File: config.mk
export PLATFORM = sky130hd
export DESIGN_NAME = i2c_cmd_scheduler
export DESIGN_NICKNAME = d
export VERILOG_FILES = /design/src/rtl/i2c_cmd_scheduler.sv
export SDC_FILE = /design/constraint.sdc
export NUM_CORES = 1
export LEC_CHECK = 0
export CORE_ASPECT_RATIO = 0.75
export CORE_UTILIZATION = 40
export CTS_CLUSTER_SIZE = 30
export DETAILED_ROUTE_END_ITERATION = 8
export GPL_TIMING_DRIVEN = 0
export HOLD_SLACK_MARGIN = 0.1
export PLACE_DENSITY = 0.76
export SYNTH_ARGS = -nofsm -noshare
export SYNTH_HDL_FRONTEND = slang
export SYNTH_SLANG_ARGS = --single-unit
export TNS_END_PERCENT = 5
File: constraint.sdc
create_clock -name i_clk -period 1.7 [get_ports i_clk]
set_input_delay 0.34 -clock i_clk [delete_from_list [all_inputs] [get_ports i_clk]]
set_output_delay 0.34 -clock i_clk [all_outputs]
set_load 0.02 [all_outputs]
File: src/rtl/i2c_cmd_scheduler.sv
`default_nettype none
// i2c_cmd_scheduler: round-robin sharing of one 24-bit I2C write engine, with completion watchdog and idle gap.
// Optional macro I2C_SCHED_RETRY_EN: a timed-out frame is reissued up to two more times before being dropped.
module i2c_cmd_scheduler #(
    parameter int NUM_REQ     = 2,
    parameter int TIMEOUT_CYC = 65535,
    parameter int GAP_CYC     = 16,
    parameter int CNT_W       = 16
) (
    input  logic                   i_clk,
    input  logic                   i_rst,
    input  logic [NUM_REQ-1:0]     i_req_valid,
    input  logic [24*NUM_REQ-1:0]  i_req_data,
    output logic [NUM_REQ-1:0]     o_req_ready,
    output logic                   o_send_start,
    output logic [23:0]            o_send_data,
    input  logic                   i_send_finished,
    output logic                   o_busy,
    output logic                   o_cmd_done,
    output logic [1:0]             o_cmd_id,
    output logic                   o_timeout,
    output logic                   o_err
);

    typedef enum logic [1:0] {
        IDLE  = 2'd0,
        ISSUE = 2'd1,
        WAIT  = 2'd2,
        GAP   = 2'd3
    } state_t;

    localparam logic [CNT_W-1:0] TIMEOUT_LAST = CNT_W'(TIMEOUT_CYC - 1);
    localparam logic [CNT_W-1:0] GAP_LAST     = CNT_W'((GAP_CYC > 0) ? GAP_CYC - 1 : 0);
    // A zero-length gap skips the GAP state entirely.
    localparam state_t           AFTER_WAIT   = (GAP_CYC > 0) ? GAP : IDLE;

    state_t             state;
    logic [CNT_W-1:0]   cnt;
    logic [1:0]         rr_ptr;
    logic               grant_found;
    logic [1:0]         grant_idx;
    logic [1:0]         next_ptr;
    logic [23:0]        grant_data;
    logic [2:0]         arb_sum;
    logic [1:0]         arb_idx;
`ifdef I2C_SCHED_RETRY_EN
    logic [1:0]         retry_cnt;
`endif

    // rr_ptr holds the index with highest priority; search wraps from there.
    always_comb begin
        grant_found = 1'b0;
        grant_idx   = 2'd0;
        arb_sum     = 3'd0;
        arb_idx     = 2'd0;
        for (int i = 0; i < NUM_REQ; i++) begin
            arb_sum = {1'b0, rr_ptr} + 3'(i);
            arb_idx = (arb_sum >= 3'(NUM_REQ)) ? 2'(arb_sum - 3'(NUM_REQ)) : arb_sum[1:0];
            for (int k = 0; k < NUM_REQ; k++) begin
                if (!grant_found && arb_idx == 2'(k) && i_req_valid[k]) begin
                    grant_found = 1'b1;
                    grant_idx   = 2'(k);
                end
            end
        end
    end

    always_comb begin
        grant_data = 24'd0;
        for (int k = 0; k < NUM_REQ; k++) begin
            if (grant_idx == 2'(k)) begin
                grant_data = i_req_data[24*k +: 24];
            end
        end
    end

    assign next_ptr = (grant_idx == 2'(NUM_REQ - 1)) ? 2'd0 : grant_idx + 2'd1;

    // Gated by i_rst so ready drops immediately while reset is held.
    always_comb begin
        o_req_ready = '0;
        for (int k = 0; k < NUM_REQ; k++) begin
            o_req_ready[k] = i_rst && (state == IDLE) && grant_found && (grant_idx == 2'(k));
        end
    end

    assign o_busy = (state != IDLE);

    always_ff @(posedge i_clk or negedge i_rst) begin
        if (!i_rst) begin
            state        <= IDLE;
            cnt          <= '0;
            rr_ptr       <= 2'd0;
            o_send_start <= 1'b0;
            o_send_data  <= 24'd0;
            o_cmd_done   <= 1'b0;
            o_cmd_id     <= 2'd0;
            o_timeout    <= 1'b0;
            o_err        <= 1'b0;
`ifdef I2C_SCHED_RETRY_EN
            retry_cnt    <= 2'd0;
`endif
        end else begin
            o_send_start <= 1'b0;
            o_cmd_done   <= 1'b0;
            o_timeout    <= 1'b0;
            case (state)
                IDLE: begin
                    if (grant_found) begin
                        o_send_data  <= grant_data;
                        o_cmd_id     <= grant_idx;
                        rr_ptr       <= next_ptr;
                        o_send_start <= 1'b1;
                        state        <= ISSUE;
`ifdef I2C_SCHED_RETRY_EN
                        retry_cnt    <= 2'd0;
`endif
                    end
                end
                ISSUE: begin
                    cnt   <= '0;
                    state <= WAIT;
                end
                WAIT: begin
                    // Completion takes precedence over a simultaneous watchdog expiry.
                    if (i_send_finished) begin
                        o_cmd_done <= 1'b1;
                        cnt        <= '0;
                        state      <= AFTER_WAIT;
                    end else if (cnt == TIMEOUT_LAST) begin
                        o_timeout <= 1'b1;
                        cnt       <= '0;
`ifdef I2C_SCHED_RETRY_EN
                        if (retry_cnt != 2'd2) begin
                            retry_cnt    <= retry_cnt + 2'd1;
                            o_send_start <= 1'b1;
                            state        <= ISSUE;
                        end else begin
                            o_err <= 1'b1;
                            state <= AFTER_WAIT;
                        end
`else
                        o_err <= 1'b1;
                        state <= AFTER_WAIT;
`endif
                    end else begin
                        cnt <= cnt + 1'b1;
                    end
                end
                GAP: begin
                    if (cnt == GAP_LAST) begin
                        cnt   <= '0;
                        state <= IDLE;
                    end else begin
                        cnt <= cnt + 1'b1;
                    end
                end
                default: state <= IDLE;
            endcase
        end
    end

endmodule
`default_nettype wire

# Word-level counts from Yosys, hierarchy flattened
# Index checks and enable logic that the tools add are counted.
dict set report word_totals {
  register_bits 50
  input_bits 53
  out_inout_bits 33
  wordCells 79
}
dict set report op_classes {
  add_sub_neg 5
  n_lt_le_gt_ge 2
  n_eq_ne 11
  n_mux 28
  bitwise_logic 1
  n_reduce_logical 23
}
# cell n
set op_table {}
lappend op_table {{$mux 16} 3}
lappend op_table {{$mux 24} 2}
lappend op_table {{$pmux 16 s3} 1}
lappend op_table {{$mux 2} 9}
lappend op_table {{$add 16x1->16 const B} 1}
lappend op_table {{$eq 16x16->1 const B} 1}
lappend op_table {{$eq 16x4->1 const B} 1}
lappend op_table {{$mux 1} 12}
lappend op_table {{$logic_and 1x1->1} 11}
lappend op_table {{$eq 2x1->1 const B} 4}
lappend op_table {{$logic_not 2->1} 4}
lappend op_table {{$pmux 2 s4} 1}
lappend op_table {{$reduce_and 3->1} 2}
lappend op_table {{$eq 2x2->1 const B} 2}
lappend op_table {{$ne 2x2->1 const B} 2}
lappend op_table {{$sub 2x2->2 const B} 2}
lappend op_table {{$add 2x1->3 const B} 1}
lappend op_table {{$ge 3x2->1 const B} 1}
lappend op_table {{$logic_not 1->1} 3}
lappend op_table {{$ne 3x3->1 const B} 1}
lappend op_table {{$reduce_bool 3->1} 1}
lappend op_table {{$add 2x1->2 const B} 1}
lappend op_table {{$ge 2x2->1 const B} 1}
lappend op_table {{$reduce_and 2->1} 1}
lappend op_table {{other kinds (2)} 2}

# Longest topological paths before layout
dict set report depth {
  depth_word 20
  mapped_depth 8
  mapped_depth_nobuf 7
}

# Worst setup path after synthesis
# Ideal clock, no wire load.
dict set report synth_path {
  path_type {flip-flop to output port}
  startpoint {register state[0]}
  endpoint {output o_req_ready[1]}
  arrival_ns 1.687
  required_time_ns 1.360
  slack_ns -0.327
  path_stages_with_launch 7
  n_path_buf 1
  path_cell_list {dfrtp_1 inv_1 ha_1 nand2_1 a21oi_1 clkbuf_1 and2_1}
}
dict set report synth_via {
  elab_chain_cells 4
}
# item line
set synth_lines {}
lappend synth_lines {{start: declaration} 37} ;# state_t state;
lappend synth_lines {{start signal: assignment} 91} ;# state <= IDLE;
lappend synth_lines {{start signal: assignment} 114} ;# state <= ISSUE;
lappend synth_lines {{start signal: assignment} 122} ;# state <= WAIT;
lappend synth_lines {{$logic_not 2->1} 83} ;# o_req_ready[k] = i_rst && (state == IDLE) && grant_found && (grant_idx == 2'(k));
lappend synth_lines {{$logic_and 1x1->1 (3 in series)} 83}
lappend synth_lines {{end: declaration} 14} ;# output logic [NUM_REQ-1:0] o_req_ready,
# No other way between the ends.

# Final worst setup path
dict set report layout_path {
  startpoint {register cnt[7]}
  endpoint {register state[1]}
}
dict set report layout_via {
  elab_chain_cells 3
  elab_cells_between_ends 5
  cone_classes {4 x eq/ne; 1 x reduce/logical}
}
# item line
set layout_lines {}
lappend layout_lines {{start: declaration} 38} ;# logic [CNT_W-1:0] cnt;
lappend layout_lines {{start signal: assignment} 147} ;# cnt <= cnt + 1'b1;
lappend layout_lines {{start signal: assignment} 155} ;# cnt <= cnt + 1'b1;
lappend layout_lines {{$eq 16x16->1 or $eq 16x4->1 (tied branches)} {130, 151}}
lappend layout_lines {{$ne 3x3->1 (no line) or $ne 2x2->1 (tied branches)} n/a}
lappend layout_lines {{$reduce_and 3->1 (no line) *} n/a}
lappend layout_lines {{end signal: assignment} 129} ;# state <= AFTER_WAIT;
lappend layout_lines {{end signal: assignment} 144} ;# state <= AFTER_WAIT;
lappend layout_lines {{end signal: assignment} 153} ;# state <= IDLE;
# Mark *: on every way between the ends. The rest lies on a longest branch, timed or not.
# A chain may end at the register's enable or synchronous reset.

==> impl_metrics.env <==
export IMPL_status="finished with violations"
export IMPL_violations="setup timing"
export IMPL_post_synth_xor_area_fraction=0
export IMPL_crit_path_top_delay_cell="dfrtp_1"
export IMPL_fin_worst_skew_ns=0.005945
export IMPL_grt_max_degree=27
export IMPL_num_rows=24
export IMPL_grt_pass1_wl_um=11730
export IMPL_overflow=0
export IMPL_end_kind="register"
export IMPL_syn_inst=248
export IMPL_critPathRequiredTime_ns=1.89
export IMPL_worst_setup_path_type="register to register"
export IMPL_syn_to_final_growth_pct=52.55
export IMPL_min_from="o_err"
export IMPL_io_pins=86
export IMPL_antenna_cells=0
export IMPL_netlist_area_mm2=0.002400
export IMPL_path_max_fanout=8
export IMPL_synth_main_ff_cell="dfrtp_1"
export IMPL_slew_headroom=0.3250
export IMPL_hold_class="register to register"
export IMPL_antenna_found_initial=0
export IMPL_synthArstFlopShare=1.000
export IMPL_cts_buffer_depth=2
export IMPL_clockRootBuffer="clkbuf_8"
export IMPL_leakage_uw=0.001622
export IMPL_finalHoldViolations=0
export IMPL_yosysUniqueCellTypes=40
export IMPL_syn_nets=307
export IMPL_gp_congestion=0.9061
export IMPL_slew_violations=0
export IMPL_synth_seq_cells=48
export IMPL_grtUsageTotal=0.2350
export IMPL_place_inst=411
export IMPL_fill_cells=499
export IMPL_fp_dieW_um=91.44
export IMPL_first_pass_iters=8
export IMPL_cts_tree="built"
export IMPL_yosys_area_share_simple=0.1632
export IMPL_start_kind="register"
export IMPL_synth_compound_area_frac=0.2091
export IMPL_muxShareOfSynthArea=0.008863
export IMPL_nets=406
export IMPL_finalSetupViolations=19
export IMPL_synth_edf_count=0
export IMPL_cts_num_sinks=48
export IMPL_ys_warn_count=0
export IMPL_stdcell_count=426
export IMPL_layout_min_cycle_time_ns=1.945
export IMPL_grt_pass1_vias=2267
export IMPL_setup_tns_ns=-2.938
export IMPL_dieArea_mm2=0.006317
export IMPL_cp_cell_sequence="buf_6, nor4_4, nand3_1, o31a_1, a211oi_2, mux2_1"
export IMPL_numCtsBuffers=5
export IMPL_cap_violations=0
export IMPL_route_detailed_drc=0
export IMPL_cpPeakStageDelay_ns=0.38
export IMPL_dpl_cell_area_mm2=0.003386
export IMPL_final_cell_area_mm2=0.003661
export IMPL_synth_fa_ha_area_frac=0.03128
export IMPL_synth_top_family_by_area="compound AO/OA/AOI/OAI gates"
export IMPL_start_util=0.4141
export IMPL_rsz0062_at_grt="true"
export IMPL_portBuffers=84
export IMPL_clk_latency_ns=0.30
export IMPL_postSynthAreaPerCell_um2=9.677
export IMPL_dp_hpwl_um=5068
export IMPL_post_drt_wl_per_cell_um=16.59
export IMPL_cp_arrival_ns=2.14
export IMPL_total_power_uw=5491
export IMPL_reg2reg_from="cnt[7]"
export IMPL_vias=2375
export IMPL_coreArea_mm2=0.005796
export IMPL_routed_wl_um=7069
export IMPL_worstSetupStartpoint="cnt[7]"
export IMPL_drive_above_1_share=0.1351
export IMPL_peakVddDrop_mv=0.7763
export IMPL_max_freq_mhz=514.2
export IMPL_fin_crit_sh=1.144
export IMPL_drt_iter0_drc=142
export IMPL_p_per_area_mw_per_mm2=1500
export IMPL_htree_levels=2
export IMPL_ant_nets=0
export IMPL_worst_pin_slew_ns=1.009
export IMPL_clk_pin_slew_ns=0.09
export IMPL_die_h_um=69.08
export IMPL_ys_seq_area_frac=0.5005
export IMPL_viasPerCell=5.575
export IMPL_worst_slack_ns=-0.2447
-- metal layers --
layer | GRT usage | vias up | wire, µm
met2 | 0.3801 | 98 | 3276
met3 | 0.05077 | 4 | 526
met1 | 0.3305 | 1166 | 3238
li1 | - | 1107 | -
met4 | 0.03704 | 0 | 27
met5 | 0 | - | 0
-- area by class of cell --
cell class	instances	area (µm²)	area share
Buffer	13	97.59	0.02666
Clock buffer	5	68.82	0.01880
Clock inverter	3	68.82	0.01880
Inverter	34	127.6	0.03486
Multi-Input combinational cell	151	1067	0.2915
Sequential cell	48	1201	0.3281
Tap cell	78	97.59	0.02666
Timing Repair Buffer	94	932.1	0.2546
-- flip-flops by register name, indices dropped and copies added, names as in the netlist --
signal / count
cnt: 16
o_cmd_done: 1
o_cmd_id: 1
o_err: 1
o_send_data: 24
o_send_start: 1
o_timeout: 1
rr_ptr: 1
state: 2
-- power breakdown --
group	switching [µW]	internal (µW)
clock	415	593
combinational	1490	1280
sequential	208	1510
total	2110	3380
-- per-stage QoR --
step / utilization / hold slack [ns] / setup slack [ns]
after floorplan: - / 0.04441 / -0.05348
after global placement: 0.5816 / 0.4486 / -2.057
after detailed placement: 0.5842 / 0.3580 / -0.9334
after CTS: 0.6287 / 0.4824 / -0.2058
after global routing: 0.6317 / 0.5103 / -0.3184
final: 0.6317 / 0.4800 / -0.2447
-- kinds of logic (layout without fill, tap and decap cells) --
kind of cell,Yosys count,count (layout)
fa+ha+maj,6,6
mux,2,2
buf+inv,49,149
compound gates,64,64
other cells,1,1
flops,48,48
simple gates,78,78
-- worst max-delay path: cells and delay by family (launching register included) --
| kind | cells | cell delay [ns] |
|---|---|---|
| AO/OA/AOI/OAI | 2 | 0.56 |
| flip-flops | 1 | 0.38 |
| AND/OR/NAND/NOR | 2 | 0.41 |
| buffers and inverters | 1 | 0.14 |
| multiplexers | 1 | 0.35 |
-- worst paths after layout --
path / slack [ns] / end / cells past startpoint
max in group asynchronous: 0.30 / o_send_data[15] / 2
min in group asynchronous: 0.65 / o_send_data[6] / 3
worst min-delay path: 0.48 / o_err / 1
worst max register to register: -0.24 / state[1] / 6
worst min register to register: 0.48 / o_err / 1
worst max-delay path: -0.24 / state[1] / 6
-- Yosys cell counts, drive strengths merged (2+ instances only) --
library cell  instances  area [µm²]
a21o                  2       15.01
a21oi                 7       35.03
a222oi               24       240.2
and2                  3       18.77
and3                  3       18.77
buf                   6       43.79
clkbuf                9       33.78
dfrtp                48        1201
ha                    6       75.07
inv                  34       127.6
nand2                29       108.9
nand2b                2       12.51
nand3                10       50.05
nor2                  5       21.27
nor3                 10       50.05
nor4                  7       50.05
o211ai               10       80.07
o21ai                13       65.06
o22ai                 3       18.77
or2                   2       12.51
or3                   2       12.51
-- repair_timing --
action	CTS	global route
hold endpoints to repair	22	0
resized for setup	28	11
buffers inserted	7	0
setup endpoints to repair	43	44
pin swaps	1	2
hold buffers	2	0
-- cell usage in the layout (no fill, tap or decap), drive strengths merged, types with 11 or more instances in the layout --
cell / instances
clkbuf: 11
nand2: 29
o21ai: 13
dfrtp: 48
inv: 35
buf: 18
clkdlybuf4s50: 78
a222oi: 24
Note: power is estimated with default switching activity, not from simulation.
